==> src/rtl/sum_uart_reporter.sv <==
// Captures the solver total on the sum_done rising edge, converts it to decimal with an
// iterative double-dabble, and streams "<digits>\r\n" over an 8N1 UART. Define REPORT_HEX_EN to append " 0x" + 16 hex digits.
module sum_uart_reporter #(
  parameter int SUM_WIDTH    = 64,
  parameter int CLKS_PER_BIT = 217
) (
  input  logic                 clk,
  input  logic                 rst,
  input  logic [SUM_WIDTH-1:0] sum_in,
  input  logic                 sum_done,
  output logic                 uart_tx,
  output logic                 busy,
  output logic                 report_done
);

  localparam int DIGITS = 20;
  localparam int BCD_W  = 4 * DIGITS;
  localparam int BAUD_W = $clog2(CLKS_PER_BIT);
  localparam int CNT_W  = $clog2(SUM_WIDTH + 1);
  localparam logic [BAUD_W-1:0] BAUD_LAST = BAUD_W'(CLKS_PER_BIT - 1);
  localparam logic [CNT_W-1:0]  CONV_LAST = CNT_W'(SUM_WIDTH - 1);

  typedef enum logic [3:0] {
    S_IDLE, S_CONVERT, S_SKIP, S_SEND, S_HEX, S_CR, S_LF, S_DRAIN, S_FINISH
  } state_t;

  state_t state, next_state;

  logic                 done_q;
  logic                 start_edge;
  logic [SUM_WIDTH-1:0] sum_sh;
  logic [BCD_W-1:0]     bcd;
  logic [BCD_W-1:0]     bcd_adj;
  logic [CNT_W-1:0]     conv_cnt;
  logic [4:0]           nib_idx;
  logic [6:0]           nib_base;
  logic [3:0]           cur_nib;

  // Transmitter. Handshake: the FSM raises tx_load with tx_byte only while tx_ready is
  // high; tx_ready is high when the line is idle or in the last cycle of a stop bit, so a
  // load in that cycle puts the next start bit directly after the stop bit.
  logic                 tx_load;
  logic [7:0]           tx_byte;
  logic                 tx_ready;
  logic                 frame_end;
  logic                 tx_active;
  logic                 tx_reg;
  logic [8:0]           tx_shift;
  logic [3:0]           bit_idx;
  logic [BAUD_W-1:0]    baud_cnt;

  function automatic logic [BCD_W-1:0] add3(input logic [BCD_W-1:0] v);
    logic [BCD_W-1:0] r;
    r = v;
    for (int i = 0; i < DIGITS; i++) begin
      if (v[4*i +: 4] >= 4'd5) r[4*i +: 4] = v[4*i +: 4] + 4'd3;
    end
    return r;
  endfunction

  assign start_edge = sum_done & ~done_q;
  assign bcd_adj    = add3(bcd);
  assign nib_base   = {nib_idx, 2'b00};
  assign cur_nib    = bcd[nib_base +: 4];
  assign frame_end  = tx_active && (bit_idx == 4'd9) && (baud_cnt == BAUD_LAST);
  assign tx_ready   = !tx_active || frame_end;

`ifdef REPORT_HEX_EN
  logic [63:0] sum_cap;
  logic [4:0]  hex_cnt;
  logic [3:0]  hex_pos;
  logic [3:0]  hex_nib;
  logic [7:0]  hex_byte;

  // hex_cnt 0..2 send " 0x", 3..18 send nibbles 15 down to 0 of the captured sum.
  assign hex_pos = 4'(5'd18 - hex_cnt);
  assign hex_nib = sum_cap[{hex_pos, 2'b00} +: 4];

  always_comb begin
    hex_byte = 8'h20;
    case (hex_cnt)
      5'd0:    hex_byte = 8'h20;
      5'd1:    hex_byte = 8'h30;
      5'd2:    hex_byte = 8'h78;
      default: hex_byte = (hex_nib < 4'd10) ? (8'h30 + {4'h0, hex_nib})
                                             : (8'h37 + {4'h0, hex_nib});
    endcase
  end

  always_ff @(posedge clk) begin
    if (rst) begin
      sum_cap <= '0;
      hex_cnt <= '0;
    end else if (state == S_IDLE && start_edge) begin
      sum_cap <= 64'(sum_in);
      hex_cnt <= '0;
    end else if (state == S_HEX && tx_ready) begin
      hex_cnt <= hex_cnt + 1'b1;
    end
  end
`endif

  always_ff @(posedge clk) begin
    if (rst) state <= S_IDLE;
    else     state <= next_state;
  end

  always_comb begin
    next_state = state;
    tx_load    = 1'b0;
    tx_byte    = 8'h00;
    case (state)
      S_IDLE:    if (start_edge) next_state = S_CONVERT;
      S_CONVERT: if (conv_cnt == CONV_LAST) next_state = S_SKIP;
      // The least significant nibble is never skipped so a zero sum still prints "0".
      S_SKIP:    if (nib_idx == 5'd0 || cur_nib != 4'd0) next_state = S_SEND;
      S_SEND: begin
        if (tx_ready) begin
          tx_load = 1'b1;
          tx_byte = 8'h30 + {4'h0, cur_nib};
          if (nib_idx == 5'd0) begin
`ifdef REPORT_HEX_EN
            next_state = S_HEX;
`else
            next_state = S_CR;
`endif
          end
        end
      end
`ifdef REPORT_HEX_EN
      S_HEX: begin
        if (tx_ready) begin
          tx_load = 1'b1;
          tx_byte = hex_byte;
          if (hex_cnt == 5'd18) next_state = S_CR;
        end
      end
`endif
      S_CR: begin
        if (tx_ready) begin
          tx_load    = 1'b1;
          tx_byte    = 8'h0D;
          next_state = S_LF;
        end
      end
      S_LF: begin
        if (tx_ready) begin
          tx_load    = 1'b1;
          tx_byte    = 8'h0A;
          next_state = S_DRAIN;
        end
      end
      S_DRAIN:   if (frame_end) next_state = S_FINISH;
      S_FINISH:  next_state = S_IDLE;
      default:   next_state = S_IDLE;
    endcase
  end

  always_ff @(posedge clk) begin
    if (rst) begin
      done_q   <= 1'b0;
      sum_sh   <= '0;
      bcd      <= '0;
      conv_cnt <= '0;
      nib_idx  <= '0;
    end else begin
      done_q <= sum_done;
      case (state)
        S_IDLE: begin
          if (start_edge) begin
            sum_sh   <= sum_in;
            bcd      <= '0;
            conv_cnt <= '0;
            nib_idx  <= 5'(DIGITS - 1);
          end
        end
        S_CONVERT: begin
          bcd      <= (bcd_adj << 1) | {{(BCD_W-1){1'b0}}, sum_sh[SUM_WIDTH-1]};
          sum_sh   <= sum_sh << 1;
          conv_cnt <= conv_cnt + 1'b1;
        end
        S_SKIP: if (nib_idx != 5'd0 && cur_nib == 4'd0) nib_idx <= nib_idx - 1'b1;
        S_SEND: if (tx_ready && nib_idx != 5'd0) nib_idx <= nib_idx - 1'b1;
        default: ;
      endcase
    end
  end

  always_ff @(posedge clk) begin
    if (rst) begin
      tx_active <= 1'b0;
      tx_reg    <= 1'b1;
      tx_shift  <= '1;
      bit_idx   <= '0;
      baud_cnt  <= '0;
    end else if (tx_load) begin
      tx_active <= 1'b1;
      tx_reg    <= 1'b0;
      tx_shift  <= {1'b1, tx_byte};
      bit_idx   <= '0;
      baud_cnt  <= '0;
    end else if (tx_active) begin
      if (baud_cnt == BAUD_LAST) begin
        baud_cnt <= '0;
        if (bit_idx == 4'd9) begin
          tx_active <= 1'b0;
          tx_reg    <= 1'b1;
        end else begin
          bit_idx  <= bit_idx + 1'b1;
          tx_reg   <= tx_shift[0];
          tx_shift <= {1'b1, tx_shift[8:1]};
        end
      end else begin
        baud_cnt <= baud_cnt + 1'b1;
      end
    end
  end

  assign uart_tx     = tx_reg;
  assign busy        = (state != S_IDLE) && (state != S_FINISH);
  assign report_done = (state == S_FINISH);

endmodule

==> config.mk <==
export PLATFORM = sky130hd
export DESIGN_NAME = sum_uart_reporter
export DESIGN_NICKNAME = d
export VERILOG_FILES = /design/src/rtl/sum_uart_reporter.sv
export SDC_FILE = /design/constraint.sdc
export NUM_CORES = 1
export LEC_CHECK = 0
export ABC_AREA = 1
export CAP_MARGIN = 40
export CORE_UTILIZATION = 50
export CTS_CLUSTER_SIZE = 16
export DETAILED_ROUTE_END_ITERATION = 6
export PLACE_DENSITY = 0.72
export RECOVER_POWER = 100
export SYNTH_ARGS = -nofsm -noshare
export SYNTH_HDL_FRONTEND = slang
export SYNTH_SLANG_ARGS = --single-unit
==> constraint.sdc <==
create_clock -name clk -period 1.7 [get_ports clk]
set_input_delay 0.34 -clock clk [delete_from_list [all_inputs] [get_ports clk]]
set_output_delay 0.34 -clock clk [all_outputs]
set_load 0.02 [all_outputs]
==> summary.txt, run 1 <==
Yosys
  – Most common flop cell mapped by yosys: dfxtp_1
  – Cell taking the most area after synthesis: dfxtp_1
  – Synthesized flop and latch total: 183
  – Syn_nets: 1569
  – Mapped Area: 0.00999 sq mm
  – Synth Instances: 1455
  – Mapped Avg Cell Area: 6.86 sq um
  – Post-synth EDFFs: 0
  – Synth area leaders: dfxtp_1 37%, nand2_1 13%, a21oi_1 7.5%
  – Sequential element share of the synthesized area: 36.7%
  – Post-synth ARST share: 0%
  – Warnings, synthesis: 0
  – Top-area cell type share of the netlist area: 36.7%
  – Synth cell types: 40

Timing
  – Slew Limit Fails: 0
  – Tmin final: 1950 ps
  – Final Cycle Share: 115%
  – Worst Tran Pin Value: 620 ps
  – Rel. slew slack: 58.4%
  – Total negative slack: -3800 ps
  – RSZ-0062 raised after global routing: yes
  – Fin. Hold Viols: 0
  – Worst Hold Margin: 284 ps
  – Final setup fails: 63
  – Clock skew: 10.4 ps
  – Max Fclk: 513 MHz
  – Final worst slack: -250 ps

Critical path
  – Critical Path RT: 2040 ps
  – Critical Path AT: 2290 ps
  – Crit path launch type: flip-flop
  – Worst Setup SP: nib_idx[0]$_SDFFE_PP0P_
  – Peak fanout along the critical path: 7
  – CP endpoint kind: flip-flop
  – Critical R2R Launch: nib_idx[0]$_SDFFE_PP0P_
  – Crit Path Class: flip-flop to flip-flop
  – FF-to-FF setup slack: -250 ps

Pwr
  – Sw Ratio: 40.5%
  – Max VDD drop: 0.852 mV
  – Lkg Pwr: 5.08 nW
  – Register share of total power: 30.2%
  – Sw power: 0.00718 W
  – Power share of the combinational group: 46.2%
  – Clock Power Share: 23.6%
  – Cell Pwr Density: 1370 mW/mm^2
  – Cell internal pwr: 0.0105 W

Floorplan
  – Initial core utilization: 51.2%
  – Die Width: 143 um
  – Die H: 143 um
  – Die footprint: 0.0205 sq mm
  – # IOs: 70
  – Area of the core: 0.0195 sq mm
  – Std-Cell Rows: 51

Flow run
  – Max-cap violations: 0

Clock tree
  – Clock-pin slew on the worst setup and hold paths: 80 ps
  – CTS buffer count: 17
  – CTS H-tree lvls: 4
  – CTS tree: done
  – Clk sink count: 183
  – CTS max path bufs: 2
  – Clock root buffer: clkbuf_16
  – Clock Latency Late Sink: 440 ps

Run status
  – Outcome: finished, violations left
  – Violated checks: negative setup slack

Route
  – Routed wire per std cell: 14.0 um
  – DRT Pass-1 Iters: 5
  – First-iteration detailed-routing DRC count: 732
  – WL final: 26.5 mm
  – Vias per cell: 5.36
  – DRC Markers: 0
  – Antenna viol nets, final: 0
  – DR vias: 10100

Global route
  – Largest net degree at the start of global routing: 74
  – Vias in the first global route: 9214
  – Antenna violations before repair: 0
  – Total grt overflow: 0
  – Gr usage total: 25.0%
  – First-pass GRT wire length: 41.9 mm

Min path
  – Hold_sp: rst
  – Worst hold path type: input port to flip-flop

Place
  – Place WS: -258 ps
  – I/O Buffers: 69
  – Placer Congestion: 0.845
  – # placed instances: 1831
  – Dpl hpwl: 15.8 mm

Finish
  – Fill count: 1648
  – Util after Layout: 66.3%
  – Layout cells sized above 1: 16.5%
  – Area delta synth->final: 29.6%
  – Fin nets: 1724
  – Final cell count without fillers: 1888
  – N_diodes: 0
## synthesized netlist by cell type, drive strengths merged (6+ instances only)
library cell  number
ha                47
nand4              6
dfxtp            183
a21oi            149
a22oi              7
nand2            353
buf               32
xor2              22
nor2             149
clkbuf            38
a31oi             25
o221ai            33
inv              160
o21ai             80
nand3            124
o211ai             9
nor3              27
## repair_timing
item / in CTS / in global routing
setup endpoints to repair: 63 / 178
setup buffers: 9 / 7
endpoints found under the hold margin: 0 / 0
gates cloned: 3 / 6
pin swaps: 17 / 29
gates resized for setup: 57 / 59
hold buffers: 0 / 0
## cell type report
type / count / area, sq um / share of cell area (%)
inverters: 160 / 618 / 4.78
repair buffers: 204 / 2000 / 15.5
clock inverters: 15 / 210 / 1.62
clock buffers: 17 / 425 / 3.29
multi-input cells: 1044 / 5680 / 43.9
well taps: 265 / 332 / 2.56
flip-flops and latches: 183 / 3680 / 28.4
## state kept, by name, summed over array words and instances, names as in the netlist, 4 cells and up
name and count:
nib_idx 5, conv_cnt 7, sum_sh 64, state 4, baud_cnt 8, bit_idx 4, tx_shift 8, bcd 80
## kinds of logic after synthesis
group	count (synthesis)	share of synthesized area [%]
compound gates	307	17.6
xor+xnor	22	1.93
fa+ha+maj	47	5.89
buf+inv	230	9.61
flops	183	36.7
simple gates	666	28.3
## critical path: stages (launching register included)
cell and delay (ps):
dfxtp_2 350, buf_12 150, buf_12 120, nand2_1 60, nand3_1 80, nand2_1 50
nand2_1 80, nand2_1 70, inv_1 50, nand2_1 60, nand2_1 90, nand2_2 80
nor2_4 180, nand4_4 150, nand2_4 110, nand2_2 50, nand2_2 70, nor2_2 40
## cell usage in the layout, fill, tap and decap left out, types with 6 or more instances in the layout
cell type	Yosys	layout
clkdlybuf4s50_1	0	65
clkbuf_16	0	21
xor2_1	22	22
o21ai_0	69	65
a21oi_2	0	17
ha_1	47	46
buf_12	0	13
nor2_1	142	137
o211ai_1	9	9
clkinv_8	0	6
o221ai_1	33	33
a22oi_1	7	7
nand2_2	4	10
buf_6	6	9
buf_4	7	105
a31oi_1	25	24
dfxtp_1	183	175
dfxtp_2	0	7
nor3_1	25	19
nand2_4	1	6
nor2_4	4	8
nand3_1	122	117
a21oi_1	149	132
inv_2	11	16
inv_1	148	142
o21ai_1	10	12
nand2_1	348	338
## per-stage QoR
stage               total power, W  cell area [sq um]
floorplan                  0.00978               9990
global placement            0.0119              11700
detailed placement          0.0120              11700
CTS                         0.0168              12600
global route                0.0188              12900
finish                      0.0177              12900
## final timing paths
kind / depth (start not counted) / endpoint
worst min-delay path: 4 / bit_idx[2]$_SDFFE_PP0P_
worst max-delay path: 17 / state[0]$_SDFFE_PP0P_
worst max register to register: 17 / state[0]$_SDFFE_PP0P_
worst min register to register: 2 / sum_sh[32]$_SDFFE_PP0P_
## power by group through the flow
stage                     clock network, W  registers [W]  logic, W
after floorplan                          0        0.00529   0.00449
after global placement                   0        0.00538   0.00648
after detailed placement                 0        0.00539   0.00657
after CTS                          0.00424        0.00532   0.00726
after global routing               0.00441        0.00542   0.00894
final                              0.00418        0.00535   0.00819
## metal layers
metal | GRT usage, % | up-vias | wire length [um]
met2 | 41.8 | 271 | 12400
met5 | 0 | - | 0
met1 | 32.8 | 4667 | 12200
li1 | - | 5118 | -
met4 | 8.90 | 0 | 580
met3 | 3.60 | 58 | 1280
Note: power is estimated with default switching activity, not from simulation.
==> inputs of run 2 (changes only) <==
- ABC_CLOCK_PERIOD_IN_PS: unset -> 1700
- PLACE_DENSITY: 0.72 -> 0.78
==> summary.txt, run 2 (synthesized netlist as in run 1, its figures left out) <==
Run status
  – Outcome: finished, violations left
  – Violated checks: negative setup slack

Critical path
  – Crit path launch type: flip-flop
  – Peak fanout along the critical path: 10 (+3)
  – Crit Path Class: flip-flop to flip-flop
  – Reg2Reg Capture Point: nib_idx[2]$_SDFFE_PP0P_
  – R2R depth: 14 (-3)
  – Worst Setup SP: nib_idx[0]$_SDFFE_PP0P_
  – CP endpoint kind: flip-flop
  – Critical R2R Launch: nib_idx[0]$_SDFFE_PP0P_
  – Worst setup path end: nib_idx[2]$_SDFFE_PP0P_
  – Critical Path AT: 2390 ps (+100 ps)
  – Critical Path RT: 2030 ps (about the same)
  – FF-to-FF setup slack: -350 ps (-100 ps)

Place
  – Dpl hpwl: 16.0 mm (+1.5%)
  – Place WS: -235 ps (+23.8 ps)
  – I/O Buffers: 69 (unchanged)
  – Placed cell area: 0.0116 sq mm (-0.36%)
  – Placer Congestion: 0.864 (+2.3%)

Route
  – DR vias: 10500 (+3.5%)
  – Routed wire per std cell: 14.9 um (+6.2%)
  – Vias per cell: 5.52 (+3.0%)
  – Antenna viol nets, final: 0 (unchanged)
  – WL final: 28.2 mm (+6.8%)
  – DRC Markers: 0 (unchanged)
  – First-iteration detailed-routing DRC count: 841 (+15%)
  – DRT Pass-1 Iters: 6 (+1)

Finish
  – Area delta synth->final: 34.1%
  – Most frequent cells in the layout: 314 x nand2_1, 176 x dfxtp_1, 141 x inv_1
  – Fill count: 1484 (-10%)
  – Commonest non-fill, non-tap cell in the layout: nand2_1
  – Fin area: 0.0134 sq mm (+3.5%)
  – Fin nets: 1734 (+0.58%)
  – Layout cells sized above 1: 19.1% (+2.6 points)
  – Top flop regs: bcd (80), sum_sh (64)
  – N_diodes: 0 (unchanged)
  – Max FFs per register: 80 (unchanged)
  – Most flops, register: bcd

Clock tree
  – CTS max path bufs: 2 (unchanged)
  – CTS H-tree lvls: 4 (unchanged)
  – Clock root buffer: clkbuf_16
  – CTS Hold Bufs: 0 (unchanged)
  – CTS tree: done
  – Clk sink count: 183 (unchanged)
  – Clock-pin slew on the worst setup and hold paths: 80 ps (about the same)
  – CTS buffer count: 17 (unchanged)
  – Clock Latency Late Sink: 450 ps (about the same)

Pwr
  – Cell Pwr Density: 1430 mW/mm^2 (+4.0%)
  – Cell internal pwr: 0.0113 W (+7.2%)
  – Lkg Pwr: 5.24 nW (+3.3%)
  – Sw power: 0.00779 W (+8.4%)
  – Register share of total power: 28.1% (-2.1 points)
  – Sw Ratio: 40.8% (+0.26 points)
  – Power share of the combinational group: 49.9% (+3.7 points)
  – Max VDD drop: 0.839 mV (-1.6%)
  – Clock Power Share: 22.0% (-1.6 points)

Timing
  – RSZ-0062 raised after global routing: yes
  – Final setup fails: 72 (+14%)
  – Final worst slack: -352 ps (-102 ps)
  – Max Fclk: 487 MHz (-5.0%)
  – Rel. slew slack: 58.1% (-0.26 points)
  – Slew Limit Fails: 0 (unchanged)
  – Clock skew: 15.2 ps (+4.76 ps)
  – Final Cycle Share: 121% (+6.0 points)
  – Fin. Hold Viols: 0 (unchanged)
  – Tmin final: 2050 ps (+102 ps)
  – Worst Tran Pin Value: 624 ps (+3.86 ps)
  – Worst Hold Margin: 135 ps (-149 ps)

Floorplan
  – Initial core utilization: 51.2% (unchanged)
  – Die H: 143 um (unchanged)
  – Area of the core: 0.0195 sq mm (unchanged)
  – Die footprint: 0.0205 sq mm (unchanged)
  – Die Width: 143 um (unchanged)
  – # IOs: 70 (unchanged)
  – Std-Cell Rows: 51 (unchanged)

Global route
  – Total grt overflow: 0 (unchanged)
  – Antenna violations before repair: 0 (unchanged)
  – Vias in the first global route: 9381 (+1.8%)
  – Gr usage total: 24.7% (-0.28 points)
  – First-pass GRT wire length: 41.7 mm (-0.58%)
  – Largest net degree at the start of global routing: 77 (+4.1%)

Flow run
  – Max-cap violations: 0 (unchanged)

Min path
  – Worst hold path type: input port to flip-flop
run 2: critical path, stage by stage, from the launching register on:
cell       delay, ps
dfxtp_2          340
buf_12           160
clkbuf_16        170
o211ai_1         220
nand3_1          100
nand3_1          100
nand2_1           80
nand2_1           80
nand2_2           80
nor2_4           170
nand3_4          110
nand2_4          120
nand3_1           80
nand2_1           80
nor2_1            60
run 2: final cells by class:
type                            instances  area [sq um]  share of cell area, %
Tap cell                              265           332                   2.47
Inverter                              160           634                   4.73
Clock inverter                         15           215                   1.61
Clock buffer                           17           425                   3.18
Timing Repair Buffer                  214          2290                   17.1
Multi-Input combinational cell       1044          5830                   43.5
Sequential cell                       183          3670                   27.4
run 2: per-layer routing:
| metal | vias to the layer above | GRT usage [%] | share of wire (%) |
|---|---|---|---|
| met3 | 67 | 4.60 | 5.5 |
| met4 | 0 | 7.78 | 2.4 |
| met5 | - | 0 | 0 |
| met2 | 385 | 42.6 | 50 |
| li1 | 5137 | - | - |
| met1 | 4883 | 31.2 | 42 |
run 2: how the worst min path moves through the flow:
| stage | from | cells past startpoint | slack [ps] | endpoint |
|---|---|---|---|---|
| after global routing | rst | 2 | 130 | done_q$_SDFF_PP0_ |
| after detailed placement | tx_shift[7]$_SDFFE_PP1P_ | 2 | 450 | tx_shift[7]$_SDFFE_PP1P_ |
| after CTS | rst | 2 | 110 | done_q$_SDFF_PP0_ |
| after floorplan | tx_shift[6]$_SDFFE_PP1P_ | 2 | 430 | tx_shift[6]$_SDFFE_PP1P_ |
| after global placement | tx_shift[6]$_SDFFE_PP1P_ | 2 | 440 | tx_shift[6]$_SDFFE_PP1P_ |
| final | rst | 2 | 130 | done_q$_SDFF_PP0_ |
run 2: repair_timing:
| action | in CTS | in global routing |
|---|---|---|
| cloned | 4 | 15 |
| setup buffers | 13 | 15 |
| pin swaps | 15 | 62 |
| setup endpoints to repair | 37 | 183 |
| gates resized for setup | 56 | 121 |
run 2: power by group through the flow:
stage / sequential, W / clock, W / combinational, W
floorplan: 0.00529 / 0 / 0.00449
global placement: 0.00536 / 0 / 0.00662
detailed placement: 0.00539 / 0 / 0.00675
CTS: 0.00531 / 0.00423 / 0.00735
global route: 0.00542 / 0.00443 / 0.0102
finish: 0.00536 / 0.00421 / 0.00953
run 2: per-stage QoR:
stage	std cells	power, W	utilization (%)	TNS [ps]
2_1_floorplan	1455	0.00978	-	0
3_3_place_gp	1822	0.0120	59.5	-22150
3_5_place_dp	1822	0.0121	59.5	-23320
4_1_cts	1870	0.0169	64.5	-3100
5_1_grt	1898	0.0201	68.6	-20270
6_report	1898	0.0191	68.6	-5650
==> inputs of run 3 (changes only) <==
- DONT_BUFFER_PORTS: unset -> 1
- PLACE_DENSITY: 0.78 -> 0.74
==> summary.txt, run 3 (synthesized netlist as in run 1, its figures left out) <==
Floorplan
  – Std-Cell Rows: 51 (unchanged)
  – Initial core utilization: 51.2% (unchanged)
  – # IOs: 70 (unchanged)
  – Die footprint: 0.0205 sq mm (unchanged)
  – Die Width: 143 um (unchanged)
  – Area of the core: 0.0195 sq mm (unchanged)
  – Die H: 143 um (unchanged)

Global route
  – GRT Max-Usage Layer: met2
  – Met1 Usage GRT: 29.5% (-1.6 points)
  – Total grt overflow: 0 (unchanged)
  – Vias in the first global route: 8883 (-5.3%)
  – GR Layer Usage met2: 40.7% (-1.9 points)
  – First-pass GRT wire length: 39.9 mm (-4.3%)
  – Met3 GRT Util: 5.26% (+0.67 points)
  – Largest net degree at the start of global routing: 128 (+66%)
  – Antenna violations before repair: 0 (unchanged)
  – Gr usage total: 23.8% (-0.93 points)

Finish
  – Commonest non-fill, non-tap cell in the layout: nand2_1
  – Area delta synth->final: 21.3%
  – Most flops, register: bcd
  – Layout cells sized above 1: 16.0% (-3.1 points)
  – Most frequent cells in the layout: 332 x nand2_1, 173 x dfxtp_1, 142 x inv_1
  – N_diodes: 0 (unchanged)
  – Fin area: 0.0121 sq mm (-9.5%)
  – Top flop regs: bcd (80), sum_sh (64)
  – Fin nets: 1631 (-5.9%)
  – Max FFs per register: 80 (unchanged)

Pwr
  – Lkg Pwr: 4.73 nW (-9.9%)
  – Sw Ratio: 41.0% (+0.23 points)
  – Cell internal pwr: 0.0102 W (-9.8%)
  – Max VDD drop: 0.903 mV (+7.7%)
  – Power share of the combinational group: 45.2% (-4.7 points)
  – Sw power: 0.00709 W (-8.9%)
  – Register share of total power: 30.9% (+2.8 points)
  – Clock Power Share: 24.0% (+2.0 points)
  – Cell Pwr Density: 1430 mW/mm^2 (+0.11%)

Clock tree
  – CTS H-tree lvls: 4 (unchanged)
  – CTS tree: done
  – Clk sink count: 183 (unchanged)
  – CTS Hold Bufs: 1 (+1)
  – Clock Latency Late Sink: 440 ps (about the same)
  – CTS buffer count: 17 (unchanged)
  – Clock-pin slew on the worst setup and hold paths: 80 ps (about the same)
  – CTS max path bufs: 2 (unchanged)
  – Clock root buffer: clkbuf_16

Place
  – I/O Buffers: 0 (-100%)
  – Dpl hpwl: 15.7 mm (-2.0%)
  – Placed cell area: 0.0108 sq mm (-7.0%)
  – Placer Congestion: 0.887 (+2.6%)

Critical path
  – Critical Path AT: 2290 ps (-100 ps)
  – Buffers plus inverters on the worst setup path: 5 (+3)
  – Critical Path RT: 2020 ps (about the same)
  – Critical Path Max Stage Delay: 360 ps (+20 ps)
  – CP endpoint kind: flip-flop
  – Worst Setup SP: state[0]$_SDFFE_PP0P_
  – Peak fanout along the critical path: 18 (+8)
  – Slowest cell on crit path: dfxtp_4
  – Family with the most delay on the worst path: buffers and inverters
  – Crit Path Class: flip-flop to flip-flop
  – Crit path cell chain: inv_1 -> nor2_1 -> inv_2 -> nor2_1 -> clkbuf_1 -> nor2_4 -> buf_12 -> clkbuf_16 -> a21oi_2 -> nor2_1
  – Critical R2R Launch: state[0]$_SDFFE_PP0P_
  – Crit path launch type: flip-flop
  – Crit-path most repeated cell: nor2_1

Timing
  – RSZ-0062 raised after global routing: yes
  – Fin. Hold Viols: 8 (+8)
  – Slew Limit Fails: 0 (unchanged)
  – Tmin final: 1970 ps (-85.7 ps)
  – Total negative slack: -22030 ps (-16370 ps)
  – Rel. slew slack: 73.3% (+15 points)
  – Final Cycle Share: 116% (-5.0 points)
  – Clock skew: 9.64 ps (-5.52 ps)
  – Max Fclk: 508 MHz (+4.4%)
  – Worst Tran Pin Value: 398 ps (-226 ps)
  – Worst Hold Margin: -14.5 ps (-150 ps)
  – Final setup fails: 158 (+120%)
  – Final worst slack: -267 ps (+85.7 ps)

Route
  – DRT Pass-1 Iters: 5 (-1)
  – DR vias: 9806 (-6.4%)
  – Antenna viol nets, final: 0 (unchanged)
  – WL final: 25.8 mm (-8.6%)
  – First-iteration detailed-routing DRC count: 721 (-14%)
  – Vias per cell: 5.46 (-0.99%)
  – DRC Markers: 0 (unchanged)
  – Routed wire per std cell: 14.4 um (-3.3%)

Min path
  – Hold_sp: rst
  – Worst hold path type: input port to flip-flop

Run status
  – Violated checks: negative hold slack, negative setup slack
  – Outcome: finished, violations left

Flow run
  – Max-cap violations: 0 (unchanged)
run 3: per-stage QoR:
| stage | setup slack [ps] | utilization [%] | power, W | std cells |
|---|---|---|---|---|
| finish | -267 | 62.1 | 0.0173 | 1795 |
| global route | -344 | 62.1 | 0.0183 | 1795 |
| CTS | -153 | 59.7 | 0.0161 | 1776 |
| detailed placement | -190 | 55.3 | 0.0117 | 1740 |
| global placement | -186 | 55.3 | 0.0116 | 1740 |
| floorplan | 14.9 | - | 0.00978 | 1455 |
run 3: repair_timing:
action,in CTS,in global routing
buffers inserted,1,13
pin swaps,23,25
gates cloned,2,6
endpoints found under the setup margin,41,115
hold endpoints to repair,119,116
resized for setup,51,69
run 3: layout make-up:
type                       instances  area [sq um]
sequential                       183          3680
multi-input combinational       1044          5700
timing repair buffer             111          1130
clock buffer                      17           425
fill                            1697          7410
clock inverter                    15           211
inverter                         160           637
tap                              265           332
run 3: path summary, 6_finish.rpt:
kind / endpoint / slack, ps / cells after the start
worst min-delay path: bcd[62]$_SDFFE_PP0P_ / -10 / 1
worst max register to register: bcd[8]$_SDFFE_PP0P_ / -270 / 10
worst max-delay path: bcd[8]$_SDFFE_PP0P_ / -270 / 10
worst min register to register: sum_sh[0]$_SDFFE_PP0P_ / 470 / 2
run 3: metal layers:
metal	routed length [um]	part of all wire, %	vias up
met5	0	0	-
met4	377	1.5	0
met3	1470	5.7	32
li1	-	-	4923
met2	12700	49	269
met1	11300	44	4582
run 3: power groups by stage:
stage               clock [W]  combinational (W)  sequential, W
global placement            0            0.00619        0.00537
CTS                   0.00419            0.00657        0.00532
finish                0.00415            0.00781        0.00534
floorplan                   0            0.00449        0.00529
detailed placement          0            0.00628        0.00539
global route          0.00437            0.00849        0.00541
